==> config.mk <==
export PLATFORM = sky130hd
export DESIGN_NAME = sysclk_gen
export DESIGN_NICKNAME = d
export VERILOG_FILES = /design/src/rtl/sysclk_gen.sv
export SDC_FILE = /design/constraint.sdc
export NUM_CORES = 1
export LEC_CHECK = 0
export BUFFER_PORTS_ARGS = -buffer_cell sky130_fd_sc_hd__buf_2
export CAP_MARGIN = 15
export CORE_UTILIZATION = 51
export CTS_CLUSTER_SIZE = 8
export DETAILED_ROUTE_END_ITERATION = 6
export GPL_ROUTABILITY_DRIVEN = 0
export GPL_TIMING_DRIVEN = 0
export MAX_ROUTING_LAYER = met4
export PLACE_DENSITY_LB_ADDON = 0.3
export SETUP_SLACK_MARGIN = 0.3
export SLEW_MARGIN = 20
export SYNTH_ARGS = -nofsm -noshare
export SYNTH_HDL_FRONTEND = slang
export SYNTH_SLANG_ARGS = --single-unit
export TNS_END_PERCENT = 20
==> constraint.sdc <==
create_clock -name clk -period 11.3 [get_ports clk]
set_input_delay 1.695 -clock clk [delete_from_list [all_inputs] [get_ports clk]]
set_output_delay 1.695 -clock clk [all_outputs]
set_load 0.02 [all_outputs]
==> src/rtl/sysclk_gen.sv <==
// sysclk_gen - programmable system-clock generator.
//
// Divides the board clock by a run-time programmable divisor to produce
// `sysclk` (high for floor(div/2) cycles, then low) and a one-cycle `tick`
// enable aligned with each sysclk rising edge. The clock can free-run, be
// halted at a period boundary, or be single-stepped one period per step
// edge. Emitted periods are counted in `period_cnt`.
//
// Ports:
//   clk        board clock, all state on its rising edge
//   rst        asynchronous active-high reset
//   div_in     new divisor value (clk cycles per sysclk period)
//   div_load   one-cycle strobe capturing div_in
//   mode       0 = free run, 1 = single-step
//   step       step request, rising edge counts (pre-synchronised)
//   halt       level, stops sysclk at the next period boundary
//   sysclk     divided clock
//   tick       one-clk pulse at each sysclk rising edge
//   running    1 while the clock is producing periods
//   period_cnt number of ticks emitted, wraps at 2^32
module sysclk_gen #(
  parameter int CNT_W       = 32,
  parameter int DEFAULT_DIV = 100000,
  parameter int DIV_MIN     = 2
) (
  input  logic             clk,
  input  logic             rst,
  input  logic [CNT_W-1:0] div_in,
  input  logic             div_load,
  input  logic             mode,
  input  logic             step,
  input  logic             halt,
  output logic             sysclk,
  output logic             tick,
  output logic             running,
  output logic [31:0]      period_cnt
);

  localparam logic [CNT_W-1:0] DIV_DEF = CNT_W'(DEFAULT_DIV);
  localparam logic [CNT_W-1:0] DIV_LO  = CNT_W'(DIV_MIN);

  typedef enum logic [1:0] {
    RUN    = 2'd0,
    HALTED = 2'd1,
    STEP   = 2'd2
  } st_t;

  st_t              st, st_nxt;
  logic [CNT_W-1:0] cnt, cnt_nxt;
  logic [CNT_W-1:0] div_cur, div_pend;
  logic             pend_v;
  logic             step_q;

  logic active, bnd, step_rise, apply;
  logic [CNT_W-1:0] div_clamped;

  // Everything visible outside is decoded from registers only.
  assign active    = (st != HALTED);
  assign bnd       = active & (cnt == div_cur - CNT_W'(1));
  assign step_rise = step & ~step_q;
  assign sysclk    = active & (cnt < (div_cur >> 1));
  assign tick      = active & (cnt == '0);
  assign running   = active;

  // A pending divisor only takes effect between periods, so a period is
  // never stretched or shortened by a load.
  assign apply       = pend_v & (bnd | (st == HALTED));
  assign div_clamped = (div_in < DIV_LO) ? DIV_LO : div_in;

  always_comb begin
    st_nxt  = st;
    cnt_nxt = cnt;
    case (st)
      RUN, STEP: begin
        if (bnd) begin
          cnt_nxt = '0;
          // A step period always ends halted; halt/mode only bite here,
          // at the boundary, so the period in flight completes.
          if (st == STEP || halt || mode) st_nxt = HALTED;
        end else begin
          cnt_nxt = cnt + CNT_W'(1);
        end
      end
      HALTED: begin
        cnt_nxt = '0;
        if (!halt) begin
          if (!mode)          st_nxt = RUN;
          else if (step_rise) st_nxt = STEP;
        end
      end
      default: begin
        st_nxt  = HALTED;
        cnt_nxt = '0;
      end
    endcase
  end

  always_ff @(posedge clk or posedge rst) begin
    if (rst) begin
      st      <= RUN;
      cnt     <= '0;
      step_q  <= 1'b0;
    end else begin
      st      <= st_nxt;
      cnt     <= cnt_nxt;
      step_q  <= step;
    end
  end

  // Divisor staging. A load in the same cycle as an apply wins the
  // pending slot, so it lands at the following boundary instead.
  always_ff @(posedge clk or posedge rst) begin
    if (rst) begin
      div_cur  <= DIV_DEF;
      div_pend <= DIV_DEF;
      pend_v   <= 1'b0;
    end else begin
      if (apply)    div_cur  <= div_pend;
      if (div_load) div_pend <= div_clamped;
      pend_v <= div_load | (pend_v & ~apply);
    end
  end

  always_ff @(posedge clk or posedge rst) begin
    if (rst) period_cnt <= '0;
    else     period_cnt <= period_cnt + 32'(tick);
  end

endmodule

==> reports/results.ini, run 1 <==
[outcome]
outcome = complete, but fails checks
violations = design-rule violations

[synthesis]
syn_nets = 822
synth_area_leaders = dfrtp_1, mux2_2, xnor2_1, ha_1, xor2_1
synth-simple-area-share_pct = 19.64
synthArstFlopShare_pct = 100.0
synth_top_cell_area_share_pct = 38.89
synthMuxAreaShare_pct = 9.723
yosys_warnings = 0
seq_area_frac_synth_pct = 42.98
yosys.area_share.xor_xnor_pct = 11.46
synth_edf_count = 0
synth_compound_area_share_pct = 6.547
synth_top_family_by_area = simple AND/OR/NAND/NOR gates
syn-cell-area_sq_um = 7721
ys_types = 65
synthCells = 749
synth_top_flop_cell = dfrtp_1
synth_area_leader_cell = dfrtp_1
synth_fa_ha_area_share_pct = 5.672
avgSynthCellArea_sq_um = 10.31
ys_ff_latch = 132

[timing]
clock_skew_ns = 0.01108
finalHoldViolCount = 0
drv_slew = 0
post-route-period-util_pct = 43.68
max_slew_margin_pct = 24.87
clock.fmax_mhz = 202.6
fin_setup_tns_ns = 0
finalSetupViolCount = 0
layout_min_cycle_time_ns = 4.935
whs_ns = 0.4804
rsz0062_at_grt = no
tightest_slew_ns = 1.117

[cts]
cts_tree = built
htreeDepth = 4
cts-root-buf = clkbuf_16
cts_buffers = 17
clkTransAtPathRegs_ns = 0.06
cts_sinks = 132
cts_buffer_depth = 2
cts_resized = 0
cts_setup_buffers = 0
cts_hold_buf = 0
clock_latency_ns = 0.42

[critical_path]
path_max_fanout = 7
worstPathArrival_ns = 3.24
required_ns = 9.61
crit_path_frequent_cell = nor4_1
rr_worst_depth = 15
critPathLaunchType = flip-flop
cp.depth = 6
critical_path.slowest_cell = nor4_1
path_cells = clkbuf_1, nor4_1, nand4_1, or4_1, nor4_1, buf_2
cp_slowest_stage_delay_ns = 0.86
crit_type = flip-flop to output port
end_kind = output port
cp_top_family = simple AND/OR/NAND/NOR gates
rrSetupSlack_ns = 6.58
path_buf_inv = 2

[layout]
stdcell_area_sq_um = 8976
fin_cells = 1037
insertedDiodeCount = 0
layout.nets = 913
layout-drive-gt1-share_pct = 24.85
area_growth_pct = 16.25

[floorplanning]
pin_count = 73
fp.dieH_um = 125.0
die_area_sq_um = 15640
die_x_um = 125.0
rows = 44
initial_core_util_pct = 52.73
core_sq_um = 14640

[grt]
first_global_vias = 5829
grt_overflow = 0
antenna_found_initial = 0
grt_usage_pct = 25.05
grt_pass1_wl_um = 29860
grt_max_degree = 76

[hold_path]
holdPathStages = 1
min_path_type = flip-flop to flip-flop

[run]
max-cap-violations = 0

[drt]
routed_wl_um = 17690
vias_per_cell = 5.725
drc = 2
vias = 5937
drtIter0Drc = 461
routed_wire_length_per_instance_um = 17.06
ant_nets = 0
drtPass1Iterations = 7

[power]
ir_worst_vdd_mv = 0.09908
powerDensity_nw_per_um2 = 124.4
total_power_w = 0.001117
leakagePower_nw = 4.205

[place]
hpwlAfterDp_um = 13110
placed_cells = 1005
port_buffers = 71
place_area_sq_um = 8342

-- sequential cells by signal, indices dropped and copies added (netlist names) --
name,cells
step_q,1
div_cur,32
st,2
div_pend,32
cnt,32
period_cnt,32
pend_v,1
-- cells in the final DEF (no fill, tap or decap), types with 5 or more instances in the layout --
cell type,instances
and4_1,7
ha_1,35
nand4_1,25
dfrtp_1,120
buf_2,71
inv_6,5
dfstp_2,12
a211oi_1,6
nor3_1,15
clkbuf_16,17
nand2b_1,5
o21ai_0,14
mux2_2,64
nor2_1,56
nor2_2,10
xor2_1,38
xnor2_1,63
o211ai_1,6
inv_1,44
nor4_1,26
and3_1,12
a21oi_1,13
clkbuf_1,18
a21o_1,7
nand3_1,38
nand2_1,44
-- final timing paths --
kind                                 from             end
setup / recovery                   cnt[6]            tick
hold / removal             period_cnt[31]  period_cnt[31]
setup reg to reg                   cnt[6]  period_cnt[30]
hold reg to reg            period_cnt[31]  period_cnt[31]
max in group asynchronous             rst         cnt[20]
min in group asynchronous             rst   period_cnt[9]
-- metal layers --
metal	routed length, um	up-vias	track usage [%]
met5	0	-	-
met2	8066	170	37.59
met3	855	41	4.621
li1	-	2845	-
met4	683	0	11.98
met1	8089	2881	32.85
-- synthesized netlist by cell type (3+ instances only) --
library cell  instances
nand3b_1              3
ha_1                 35
a211oi_1              6
nand3_1              38
nor2_1               56
and4_1                7
and3_1               12
xor2_1               38
mux2i_1               3
a21o_1                7
dfrtp_1             120
a21oi_1              13
buf_6                 4
inv_1                45
xnor2_1              63
nor3_1               15
or4_1                 3
o2111ai_1             3
buf_4                 3
o211ai_1              6
nand4b_1              3
nor2b_1               4
mux2_2               64
clkbuf_1             17
nor4_1               27
nand2_1              44
nand4_1              25
nand2b_1              5
nor2_2               10
dfstp_2              12
o21ai_0              14
-- worst reg2reg max path, delay by kind of cell, from the launching register on --
family | cells | cell delay (ns)
XOR/XNOR | 1 | 0.15
adder cells (fa/ha/maj) | 2 | 0.57
buffers and inverters | 1 | 0.20
flip-flops | 1 | 0.38
AND/OR/NAND/NOR | 11 | 3.32
-- layout make-up --
type | instances | area (sq um)
Inverter | 45 | 176.4
Multi-Input combinational cell | 546 | 4101
Timing Repair Buffer | 72 | 382.9
Buffer | 26 | 138.9
Sequential cell | 132 | 3318
Clock buffer | 18 | 429.2
Tap cell | 184 | 230.2
Clock inverter | 14 | 198.9
Fill cell | 1213 | 5668
-- kinds of logic (layout without fill, tap and decap cells) --
kind of cell,after synthesis,after routing
AOI/OAI and AO/OA,71,71
xor gates and xnor gates,101,101
DFF,132,132
buffers and inverters,71,175
adders and majority gates,35,35
muxes,67,67
and+or+nand+nor,272,272
-- report_power, final --
part           total (W)  internal [W]  switching [W]
Clock           0.000589      0.000372       0.000217
Sequential      0.000492      0.000486     0.00000563
Combinational  0.0000357     0.0000164      0.0000193
Total            0.00112      0.000875       0.000242
-- per-stage QoR --
step,util [%],setup WS [ns]
2_1_floorplan,-,6.099
3_3_place_gp,56.72,4.528
3_5_place_dp,56.96,6.345
4_1_cts,61.25,6.336
5_1_grt,61.30,6.163
6_report,61.30,6.365
(Power assumes the default switching activity.)
==> inputs of run 2 (changes only) <==
Clock period 11.3 ns to 4.3 ns, I/O delays scaled along.
==> run 2 against run 1 <==
Effect of this change:
- global-route usage is 0.30 points higher
- design area grew 2.2%
- sequential share of layout area decreased by 0.79 points
- register-to-register slack worse by 6.1 ns
- largest power group unchanged
- via count rose by 1.2%
- worst setup slack lost 5.9 ns
- core utilization increased by 1.3 points
- combinational power rose to 2.8 times the previous value
- total power increased to 2.8 times the previous value
- critical path depth up 8
- sequential power increased to 2.6 times the previous value
- the run still ends with design-rule violations left
==> reports/results.ini, run 2 (synthesis results as in run 1) <==
[outcome]
outcome = complete, but fails checks
violations = design-rule violations

[drt]
top_layer_used = met4
wl_met3_um = 912  ; +6.7%
wl_met2_um = 8327  ; +3.2%
m1WireLength_um = 8283  ; +2.4%
vias_per_cell = 5.768  ; +0.74%
vias = 6010  ; +1.2%
routed_wl_um = 18270  ; +3.2%
drtPass1Iterations = 7  ; unchanged
routed_wire_length_per_instance_um = 17.53  ; +2.8%
ant_nets = 0  ; unchanged
drtIter0Drc = 453  ; -1.7%
drc = 2  ; unchanged

[cts]
cts_tree = built
cts_buffers = 17  ; unchanged
cts_sinks = 132  ; unchanged
clock_latency_ns = 0.43  ; about the same
cts_buffer_depth = 2  ; unchanged
cts-root-buf = clkbuf_16
htreeDepth = 4  ; unchanged
clkTransAtPathRegs_ns = 0.06  ; about the same

[critical_path]
cp_slowest_stage_delay_ns = 0.49  ; -0.37 ns
path_cells = inv_1, ha_1, nor4b_1, nand4_1, or4_1, nor4_4, buf_4, ha_1, nand2_1, nor4_4, nand2_1, nor3_2, nand3_1, xnor2_1
critPathLaunchType = flip-flop
worstPathArrival_ns = 4.15  ; +0.91 ns
required_ns = 4.60  ; -5.01 ns
path_max_fanout = 6  ; -1
crit_type = flip-flop to flip-flop
rrSetupSlack_ns = 0.46  ; -6.12 ns
end_kind = flip-flop
critical_path.slowest_cell = or4_1

[layout]
final_cell_mix = dfrtp_1, buf_2, mux2_2, xnor2_1, nor2_1
final_common_cell = dfrtp_1
final_core_util_pct = 62.64  ; +1.3 points
area_growth_pct = 18.80
layout.nets = 918  ; +0.55%
insertedDiodeCount = 0  ; unchanged
layout-drive-gt1-share_pct = 26.11  ; +1.3 points

[place]
port_buffers = 71  ; unchanged
post-place-ws_ns = -0.6134  ; -6.959 ns
hpwlAfterDp_um = 13270  ; +1.2%

[power]
pwr-share-seq_pct = 41.9  ; -2.1 points
powerDensity_nw_per_um2 = 336.8  ; +170%
ir_worst_vdd_mv = 0.2472  ; +150%
leakagePower_nw = 4.278  ; +1.8%
pwr-share-clk_pct = 54.9  ; +2.1 points
power.switching_w = 0.0006265  ; +160%
p_int_w = 0.002463  ; +180%
switching_share_pct = 20.28  ; -1.4 points
combPwrFrac_pct = 3.2  ; about the same

[timing]
rsz0062_at_grt = yes
max_slew_margin_pct = 56.55  ; +32 points
layout_min_cycle_time_ns = 3.843
post-route-period-util_pct = 89.38
clock_skew_ns = 0.01229  ; +0.001206 ns
tightest_slew_ns = 0.6518  ; -0.4649 ns
drv_slew = 0  ; unchanged
finalHoldViolCount = 0  ; unchanged
whs_ns = 0.1960  ; -0.2845 ns
fin_setup_tns_ns = 0  ; unchanged
clock.fmax_mhz = 260.2
finalSetupViolCount = 0  ; unchanged
finalWorstSetupSlack_ns = 0.4565  ; -5.908 ns

[hold_path]
min_path_type = primary input to async pin

[floorplanning]
initial_core_util_pct = 52.73  ; unchanged
die_area_sq_um = 15640  ; unchanged
fp.dieH_um = 125.0  ; unchanged
die_x_um = 125.0  ; unchanged
rows = 44  ; unchanged
pin_count = 73  ; unchanged
core_sq_um = 14640  ; unchanged

[grt]
antenna_found_initial = 0  ; unchanged
grt_pass1_wl_um = 30310  ; +1.5%
grt_max_degree = 34  ; -55%
grt_usage_pct = 25.35  ; +0.30 points
first_global_vias = 5963  ; +2.3%
grt_overflow = 0  ; unchanged

[run]
max-cap-violations = 0  ; unchanged

[run 2: cell count changes in the layout (fill, tap and decap cells not counted), moves of 3 or more]
cell,before,now
buf_12,0,4
clkbuf_8,0,3
clkinvlp_4,1,4
inv_6,5,2
nor3_1,15,12
nor3_2,1,4
[run 2: routing by layer]
| layer | vias up | track usage, % |
|---|---|---|
| met3 | 44 | 4.878 |
| met1 | 2925 | 32.61 |
| met5 | - | - |
| li1 | 2851 | - |
| met2 | 190 | 38.28 |
| met4 | 0 | 12.84 |
[run 2: final cells by class]
cell class | instances | area, sq um
clock inverter | 11 | 220.2
sequential | 132 | 3318
clock buffer | 21 | 470.5
multi-input combinational | 546 | 4172
inverter | 45 | 172.7
buffer | 26 | 138.9
tap | 184 | 230.2
timing repair buffer | 77 | 450.4
fill | 1179 | 5472
[run 2: metrics by stage]
| stage | std cells | power, W | cell area (sq um) |
|---|---|---|---|
| global route | 1042 | 0.003170 | 9173 |
| floorplan | 749 | 0.001365 | 7725 |
| detailed placement | 1008 | 0.001417 | 8391 |
| finish | 1042 | 0.003089 | 9173 |
| CTS | 1042 | 0.003110 | 9140 |
| global placement | 1004 | 0.001403 | 8310 |
[run 2: what timing repair did]
action	CTS	global route
hold buffers	0	0
pin swaps	1	1
endpoints found under the hold margin	0	0
resized for setup	7	6
setup buffers	2	0
endpoints found under the setup margin	22	39
[run 2: worst max-delay path, delay by kind of cell (launching register included)]
| kind | cells | cell delay (ns) |
|---|---|---|
| DFF | 1 | 0.45 |
| xor gates and xnor gates | 1 | 0.16 |
| and+or+nand+nor | 9 | 2.44 |
| adders and majority gates | 2 | 0.39 |
| buffers and inverters | 2 | 0.28 |
[run 2: path summary, 6_finish.rpt]
path | from | to | depth (start not counted)
max in group asynchronous | rst | cnt[24] | 5
min in group clk | step | step_q | 1
min reg2reg | period_cnt[18] | period_cnt[18] | 1
max | cnt[0] | period_cnt[31] | 14
min | rst | period_cnt[3] | 2
max reg2reg | cnt[0] | period_cnt[31] | 14
[run 2: power groups by stage]
stage	sequential, W	combinational [W]	clock, W
after floorplan	0.00131	0.0000570	0
after global placement	0.00131	0.0000900	0
after detailed placement	0.00131	0.000102	0
after CTS	0.00129	0.000103	0.00171
after global routing	0.00130	0.000111	0.00176
final	0.00129	0.000100	0.00170
